**src/rtl/bp_update_ctrl.sv**
```systemverilog
// bp_update_ctrl: update sequencer for the two-level branch predictor.
// Clears BHT/PHT after reset, arbitrates two branch-resolution requesters
// round-robin into a small FIFO, and retires each report as an ordered
// RD_BHT -> RD_PHT -> WR read-modify-write on the tables' update ports.
// Optional feature macro: BP_UPD_STATS_EN (adds upd_count / bp_conflict_stall).
// HIST_W must lie in 2..7 so both history and PC bits feed the PHT index.

module bp_update_ctrl #(
    parameter int HIST_W     = 4,
    parameter int FIFO_DEPTH = 4
) (
    input  logic              clk,
    input  logic              reset,
    input  logic              req0_valid,
    output logic              req0_ready,
    input  logic [31:0]       req0_pc,
    input  logic              req0_taken,
    input  logic              req1_valid,
    output logic              req1_ready,
    input  logic [31:0]       req1_pc,
    input  logic              req1_taken,
    output logic [7:0]        bht_addr,
    output logic              bht_we,
    output logic [HIST_W-1:0] bht_wdata,
    input  logic [HIST_W-1:0] bht_rdata,
    output logic [7:0]        pht_addr,
    output logic              pht_we,
    output logic [1:0]        pht_wdata,
    input  logic [1:0]        pht_rdata,
    output logic              init_done,
`ifdef BP_UPD_STATS_EN
    output logic [15:0]       upd_count,
    output logic [15:0]       bp_conflict_stall,
`endif
    output logic              busy
);

    localparam int PTR_W = (FIFO_DEPTH > 1) ? $clog2(FIFO_DEPTH) : 1;
    localparam int CNT_W = $clog2(FIFO_DEPTH + 1);
    localparam logic [CNT_W-1:0] DEPTH_C = CNT_W'(FIFO_DEPTH);

    typedef enum logic [2:0] {
        INIT,
        IDLE,
        RD_BHT,
        RD_PHT,
        WR
    } state_t;

    state_t            state_q, state_d;
    logic [7:0]        init_idx_q, init_idx_d;
    logic              init_done_q, init_done_d;
    logic              prio_q, prio_d;
    logic [CNT_W-1:0]  count_q, count_d;
    logic [PTR_W-1:0]  wr_ptr_q, wr_ptr_d;
    logic [PTR_W-1:0]  rd_ptr_q, rd_ptr_d;
    logic [8:0]        fifo_q [FIFO_DEPTH];
    logic [8:0]        fifo_d [FIFO_DEPTH];
    logic [HIST_W-1:0] hist_q, hist_d;
    logic [7:0]        pht_idx_q, pht_idx_d;

    logic       grant0, grant1, can_push, push, pop;
    logic [8:0] push_entry;
    logic [7:0] head_idx;
    logic       head_taken;
    logic [1:0] ctr_next;

    // Only pc[11:4] indexes the tables; the history MSB shifts out on update.
    logic unused_bits;
    assign unused_bits = ^{req0_pc[31:12], req0_pc[3:0],
                           req1_pc[31:12], req1_pc[3:0], hist_q[HIST_W-1]};

    // Round-robin arbiter and FIFO push/pop bookkeeping.
    always_comb begin
        grant0     = req0_valid & (~req1_valid | ~prio_q);
        grant1     = req1_valid & (~req0_valid |  prio_q);
        can_push   = init_done_q & ~reset & (count_q < DEPTH_C);
        req0_ready = can_push & grant0;
        req1_ready = can_push & grant1;
        push       = (req0_valid & req0_ready) | (req1_valid & req1_ready);
        push_entry = grant0 ? {req0_pc[11:4], req0_taken}
                            : {req1_pc[11:4], req1_taken};
        pop        = (state_q == WR);

        prio_d = prio_q;
        // Pointer only moves when a contested cycle actually enqueued.
        if (push && req0_valid && req1_valid) prio_d = ~prio_q;

        fifo_d   = fifo_q;
        wr_ptr_d = wr_ptr_q;
        rd_ptr_d = rd_ptr_q;
        if (push) begin
            fifo_d[wr_ptr_q] = push_entry;
            wr_ptr_d         = wr_ptr_q + 1'b1;
        end
        if (pop) rd_ptr_d = rd_ptr_q + 1'b1;

        count_d = count_q;
        if (push && !pop)      count_d = count_q + 1'b1;
        else if (!push && pop) count_d = count_q - 1'b1;
    end

    assign head_idx   = fifo_q[rd_ptr_q][8:1];
    assign head_taken = fifo_q[rd_ptr_q][0];

    // 2-bit saturating counter update for the head report.
    always_comb begin
        ctr_next = pht_rdata;
        if (head_taken) begin
            if (pht_rdata != 2'b11) ctr_next = pht_rdata + 2'b01;
        end else begin
            if (pht_rdata != 2'b00) ctr_next = pht_rdata - 2'b01;
        end
    end

    // Sequencer next state and table-port drive; reset forces ports idle.
    always_comb begin
        state_d     = state_q;
        init_idx_d  = init_idx_q;
        init_done_d = init_done_q;
        hist_d      = hist_q;
        pht_idx_d   = pht_idx_q;
        bht_addr    = 8'h00;
        bht_we      = 1'b0;
        bht_wdata   = '0;
        pht_addr    = 8'h00;
        pht_we      = 1'b0;
        pht_wdata   = 2'b00;

        unique case (state_q)
            INIT: begin
                bht_addr   = init_idx_q;
                bht_we     = 1'b1;
                pht_addr   = init_idx_q;
                pht_we     = 1'b1;
                pht_wdata  = 2'b10;
                init_idx_d = init_idx_q + 8'd1;
                if (init_idx_q == 8'hFF) begin
                    state_d     = IDLE;
                    init_done_d = 1'b1;
                end
            end
            IDLE: begin
                // A report pushed this cycle starts its reads next cycle.
                if (count_q != '0 || push) state_d = RD_BHT;
            end
            RD_BHT: begin
                bht_addr = head_idx;
                state_d  = RD_PHT;
            end
            RD_PHT: begin
                hist_d    = bht_rdata;
                pht_idx_d = {bht_rdata, head_idx[7-HIST_W:0]};
                pht_addr  = pht_idx_d;
                state_d   = WR;
            end
            WR: begin
                bht_addr  = head_idx;
                bht_we    = 1'b1;
                bht_wdata = {hist_q[HIST_W-2:0], head_taken};
                pht_addr  = pht_idx_q;
                pht_we    = 1'b1;
                pht_wdata = ctr_next;
                state_d   = (count_d != '0) ? RD_BHT : IDLE;
            end
            default: state_d = INIT;
        endcase

        if (reset) begin
            bht_addr  = 8'h00;
            bht_we    = 1'b0;
            bht_wdata = '0;
            pht_addr  = 8'h00;
            pht_we    = 1'b0;
            pht_wdata = 2'b00;
        end
    end

    assign init_done = init_done_q & ~reset;
    assign busy      = reset | (state_q != IDLE) | (count_q != '0);

    // State, FIFO and latched read data registers.
    always_ff @(posedge clk) begin
        if (reset) begin
            state_q     <= INIT;
            init_idx_q  <= 8'h00;
            init_done_q <= 1'b0;
            prio_q      <= 1'b0;
            count_q     <= '0;
            wr_ptr_q    <= '0;
            rd_ptr_q    <= '0;
            hist_q      <= '0;
            pht_idx_q   <= 8'h00;
            for (int i = 0; i < FIFO_DEPTH; i++) fifo_q[i] <= '0;
        end else begin
            state_q     <= state_d;
            init_idx_q  <= init_idx_d;
            init_done_q <= init_done_d;
            prio_q      <= prio_d;
            count_q     <= count_d;
            wr_ptr_q    <= wr_ptr_d;
            rd_ptr_q    <= rd_ptr_d;
            hist_q      <= hist_d;
            pht_idx_q   <= pht_idx_d;
            fifo_q      <= fifo_d;
        end
    end

`ifdef BP_UPD_STATS_EN
    logic [15:0] upd_count_q, upd_count_d;
    logic [15:0] stall_q, stall_d;
    logic        stall_evt;

    // Saturating retire and back-pressure counters.
    always_comb begin
        stall_evt   = init_done_q & ((req0_valid & ~req0_ready) |
                                     (req1_valid & ~req1_ready));
        upd_count_d = upd_count_q;
        stall_d     = stall_q;
        if (pop && upd_count_q != 16'hFFFF)     upd_count_d = upd_count_q + 16'd1;
        if (stall_evt && stall_q != 16'hFFFF)   stall_d     = stall_q + 16'd1;
    end

    // Statistic counter registers.
    always_ff @(posedge clk) begin
        if (reset) begin
            upd_count_q <= 16'h0000;
            stall_q     <= 16'h0000;
        end else begin
            upd_count_q <= upd_count_d;
            stall_q     <= stall_d;
        end
    end

    assign upd_count         = upd_count_q;
    assign bp_conflict_stall = stall_q;
`endif

endmodule

```
**config.mk**
```make
export PLATFORM = sky130hd
export DESIGN_NAME = bp_update_ctrl
export DESIGN_NICKNAME = d
export VERILOG_FILES = /design/src/rtl/bp_update_ctrl.sv
export SDC_FILE = /design/constraint.sdc
export NUM_CORES = 1
export LEC_CHECK = 0
export BUFFER_PORTS_ARGS = -buffer_cell sky130_fd_sc_hd__buf_2
export CORE_ASPECT_RATIO = 1.5
export CORE_MARGIN = 2
export CORE_UTILIZATION = 51
export DETAILED_ROUTE_END_ITERATION = 8
export PLACE_DENSITY = 0.85
export SLEW_MARGIN = 20
export SYNTH_ARGS = -nofsm -noshare
export SYNTH_HDL_FRONTEND = slang
export SYNTH_SLANG_ARGS = --single-unit
```
**constraint.sdc**
```tcl
create_clock -name clk -period 2.1 [get_ports clk]
set_input_delay 0 -clock clk [delete_from_list [all_inputs] [get_ports clk]]
set_output_delay 0 -clock clk [all_outputs]
set_load 0.05 [all_outputs]
```
== Word level (Yosys, flattened, before mapping) ==
Cells that the tools add are included.

* Equal/unequal tests: 9
* Shift operators: 0
* Muxes and demuxes: 26
* Bitwise logic cells: 19
* Reductions and logical operators: 16
* Div/mod/pow operators: 0
* $lt $le $gt $ge: 4
* Multipliers: 0
* Add/subtract/negate cells: 7

{| class="wikitable"
|+ Operators by type and width
! cell !! number
|-
| bitwise mux 36 bit || 1
|-
| two-way mux 9 bit || 4
|-
| case mux 8 bit (3 select lines) || 1
|-
| binary-select mux 9 bit (select 2 bit) || 1
|-
| demux 9 bit (select 2 bit) || 1
|-
| two-way mux 8 bit || 2
|-
| case mux 8 bit (2 select lines) || 1
|-
| case mux 3 bit (5 select lines) || 1
|-
| two-way mux 3 bit || 4
|-
| two-way mux 2 bit || 5
|-
| adder 8 x 1 -> 8 bit, second input constant || 1
|-
| AND 1 bit || 8
|-
| == test 8 bit, second input constant || 1
|-
| two-way mux 4 bit || 2
|-
| adder 2 x 1 -> 2 bit, second input constant || 3
|-
| == test 3 x 2 -> 1 bit, second input constant || 2
|-
| >= comparator 3 bit, second input constant || 2
|-
| != test 2 bit, second input constant || 3
|-
| inverter 2 -> 3 bit || 2
|-
| nonzero test 3 bit || 2
|-
| logical AND 1 bit || 5
|-
| OR 1 bit || 5
|-
| inverter 1 bit || 4
|-
| case mux 2 bit (2 select lines) || 1
|-
| other kinds (15) || 19
|}

* Memories kept: 0
* Word-level logic and storage cells: 94
* Bits in writable memories: 0
* Input bits: 76
* ROM bits: 0
* Output and inout port bits: 28
* Bits in latches: 0
* Flip-flop bits (word level): 67

== Longest topological paths before layout ==
* Depth in word-level cells: 13
* Mapped depth: 7
* Gate-level depth less buffers: 7

== Worst setup path after synthesis ==
OpenSTA, ideal clock, no wires.

* Path type: register -> output
* Start point: register state_q[0]
* End point: output bht_wdata[0]
* Cell stages (with the launch flop): 4
* Arrival time: 2.571 ns
* Slack: -0.471 ns
* Path through: dfxtp_1 clkbuf_1 nor3_1 and3_1

* Cells in the longest elaborated chain, start to end: 3

{| class="wikitable"
|+ Ends and longest elaborated chain
! element !! RTL line !! source
|-
| start: declaration || 50 || <nowiki>state_t state_q, state_d;</nowiki>
|-
| start signal: assignment || 196 || <nowiki>state_q <= state_d;</nowiki>
|-
| == test 3 bit || 130 || <nowiki>unique case (state_q)</nowiki>
|-
| two-way mux 4 bit || 130 ||
|-
| two-way mux 4 bit || 169 || <nowiki>if (reset) begin</nowiki>
|-
| end: declaration || 24 || <nowiki>output logic [HIST_W-1:0] bht_wdata,</nowiki>
|}

No other way between the ends.

== Worst setup path after layout ==
* Start point: register rd_ptr_q[1]
* End point: output bht_addr[1]

* Cells in the longest elaborated chain, start to end: 6

{| class="wikitable"
|+ Ends and longest elaborated chain
! element !! RTL line !! source
|-
| start: declaration || 56 || <nowiki>logic [PTR_W-1:0] rd_ptr_q, rd_ptr_d;</nowiki>
|-
| start signal: assignment || 202 || <nowiki>rd_ptr_q <= rd_ptr_d;</nowiki>
|-
| inverter 2 -> 3 bit (implied by the code) || 103 || <nowiki>assign head_idx = fifo_q[rd_ptr_q][8:1];</nowiki>
|-
| binary-select mux 9 bit (select 2 bit) || 103 ||
|-
| two-way mux 9 bit (2 in a row) || -- ||
|-
| case mux 8 bit (2 select lines) || 130 ||
|-
| two-way mux 8 bit || 169 ||
|-
| end: declaration || 22 || <nowiki>output logic [7:0] bht_addr,</nowiki>
|}

No other way between the ends. The select of a mux whose other input is x is not followed.

==> impl_metrics.env <==
export IMPL_outcome="finished clean"
export IMPL_seq_area_frac_synth_pct=38.3
export IMPL_cpLargestDelayFamily="multiplexers"
export IMPL_grt_max_degree=46
export IMPL_dieHeight_um=103
export IMPL_antenna_found_initial=0
export IMPL_fmax_mhz=483
export IMPL_path_buf_inv=2
export IMPL_setup_viol=0
export IMPL_hold_viol=0
export IMPL_cts_tree="built"
export IMPL_grt_pass1_wl_um=13400
export IMPL_gp_congestion=0.813
export IMPL_grtUsageTotal_pct=23.5
export IMPL_wl_per_cell_um=15.1
export IMPL_synth_top_area_share_pct=38.3
export IMPL_slew_violations=0
export IMPL_fin_crit_sh_pct=98.5
export IMPL_cts_buffer_depth=2
export IMPL_die_area_mm2=0.00724
export IMPL_ys_ff_latch=64
export IMPL_core_area_mm2=0.00644
export IMPL_r2r_start="state_q[2]$_SDFFE_PP0P_"
export IMPL_final_cell_mix="nor2_1 (103), dfxtp_1 (62), a21oi_1 (60), buf_2 (49), nand2_1 (30)"
export IMPL_max_stage_delay_ps=540
export IMPL_initial_utilization_pct=52.0
export IMPL_final_common_cell="nor2_1"
export IMPL_drc=0
export IMPL_period_minus_slack_ps=2070
export IMPL_hp_class="in -> reg"
export IMPL_root_buffer="clkbuf_8"
export IMPL_area_growth_pct=23.5
export IMPL_layout_nets=566
export IMPL_overflow=0
export IMPL_rows=36
export IMPL_power_density_mw_per_mm2=630
export IMPL_die_w_um=70.2
export IMPL_clkSinkCount=64
export IMPL_holdCritStartpoint="req0_valid"
export IMPL_relSlewSlack_pct=69.2
export IMPL_yosys_area_top_type="dfxtp_1"
export IMPL_tightest_slew_ps=449
export IMPL_total_power_w=0.00261
export IMPL_viasPerCell=5.68
export IMPL_netlist_instances=420
export IMPL_synthTopCellsByArea="dfxtp_1 (38%), nor2_1 (12%), a21oi_1 (9.6%)"
export IMPL_crit_slowest_cell="mux4_2"
export IMPL_drt_pass1_iterations=4
export IMPL_synth_edf_count=0
export IMPL_startpoint_type="register"
export IMPL_fin_skew_ps=3.82
export IMPL_required_ps=2100
export IMPL_cts_clk_slew_worst_paths_ps=70
export IMPL_final_layout_size_suffix_gt1_share_pct=26.3
export IMPL_async_flop_share_pct=0
export IMPL_n_antenna_cell=0
export IMPL_rsz0062_at_grt="yes"
export IMPL_portBuffers=55
export IMPL_synth_cell_area_mm2=0.00335
export IMPL_p_leak_nw=1.75
export IMPL_grt_pass1_vias=2897
export IMPL_avgSynthCellArea_um2=7.97
export IMPL_dpl_hpwl_um=5610
export IMPL_pin_count=104
export IMPL_detail_route_antenna_nets=0
export IMPL_irDropWorstVdd_uv=299
export IMPL_clkLatencyLatePin_ps=350
export IMPL_crit_chain="buf_8 > mux4_2 > mux2i_1 > nor2_1 > a21oi_2 > nor3_2 > buf_6"
export IMPL_wl_um=8520
export IMPL_synth_cell_types=41
export IMPL_yosys_warnings=0
export IMPL_crit_start="rd_ptr_q[1]$_SDFFE_PP0N_"
export IMPL_timing_max_cap_violations=0
export IMPL_arrival_ps=2070
export IMPL_syn_num_nets=504
export IMPL_crit_type="reg -> out"
export IMPL_cp_end_kind="primary output"
export IMPL_yosys_most_used_dff="dfxtp_1"
export IMPL_h_tree_depth=3
export IMPL_cts_inserted_buffers=9
export IMPL_setup_tns_ps=0
export IMPL_critPathMaxFanout=5
export IMPL_first_iter_violations=215
export IMPL_dr_total_vias=3197
kinds of logic (layout without fill, tap and decap cells):
| family | count (synthesis) | after routing | share of synthesized area, % |
|---|---|---|---|
| compound gates | 81 | 81 | 13.3 |
| xor+xnor | 12 | 12 | 3.14 |
| fa+ha+maj | 8 | 8 | 2.99 |
| buf+inv | 37 | 104 | 4.52 |
| flops | 64 | 64 | 38.3 |
| mux | 35 | 35 | 14.1 |
| simple gates | 183 | 183 | 23.7 |
worst paths after layout:
path                                    end  slack [ps]  cells past startpoint
setup reg to reg    state_q[1]$_SDFFE_PP0P_         310                      5
setup / recovery                bht_addr[1]          30                      7
hold reg to reg   pht_idx_q[7]$_SDFFE_PP0N_         460                      2
hold / removal          prio_q$_SDFFE_PP0P_          30                      4
metal layers:
| metal | vias up | wire [um] | GRT usage, % | part of all wire [%] |
|---|---|---|---|---|
| li1 | 1551 | - | - | - |
| met4 | 0 | 203 | 11.2 | 2.4 |
| met2 | 110 | 4540 | 44.2 | 53 |
| met3 | 16 | 367 | 4.46 | 4.3 |
| met1 | 1520 | 3410 | 25.4 | 40 |
| met5 | - | 0 | 0 | 0 |
power by group:
group / switching [W] / internal, W
clock network: 0.000499 / 0.000667
registers: 0.0000115 / 0.00122
logic: 0.000131 / 0.0000781
through the flow:
| stage | setup slack [ps] | instances | area (um^2) | hold slack, ps | utilization (%) |
|---|---|---|---|---|---|
| after detailed placement | 350 | 539 | 3780 | 276 | 58.6 |
| after floorplan | 141 | 420 | 3390 | 159 | - |
| after CTS | 0.479 | 560 | 4050 | 16.8 | 62.9 |
| after global placement | 384 | 539 | 3780 | 265 | 58.6 |
| after global routing | -31.0 | 563 | 4140 | 87.9 | 64.2 |
| final | 31.1 | 563 | 4140 | 27.7 | 64.2 |
flip-flops by register name, summed over array words and instances, names as in the netlist:
register     count
count_q          3
fifo_q          36
hist_q           2
init_done_q      1
init_idx_q       8
pht_idx_q        6
prio_q           1
rd_ptr_q         2
state_q          3
wr_ptr_q         2
what timing repair did:
action	CTS	global route
setup buffers	1	2
pin swaps	0	0
gates cloned	0	1
gates resized for setup	2	21
endpoints found under the setup margin	5	16
endpoints found under the hold margin	4	0
hold buffers	4	0
cell type report:
type	instances	area [um^2]
Clock inverter	7	96.3
Inverter	6	22.5
Multi-Input combinational cell	319	1980
Tap cell	76	95.1
Fill cell	507	2300
Clock buffer	9	124
Sequential cell	64	1290
Timing Repair Buffer	82	536
tightest hold or removal path: stages:
cell and delay (ps):
buf_2 120, nand3_1 80, xor2_1 70, nor2_1 70
synthesized netlist by cell type, drive strengths merged (7+ instances only):
library cell  number
mux2i             19
a21oi             64
clkbuf            23
nand3             10
nor3              12
ha                 8
dfxtp             64
buf                8
mux4               9
and3               7
xor2               7
nor2             103
nand2             30
mux2               7
(Power assumes the default switching activity.)
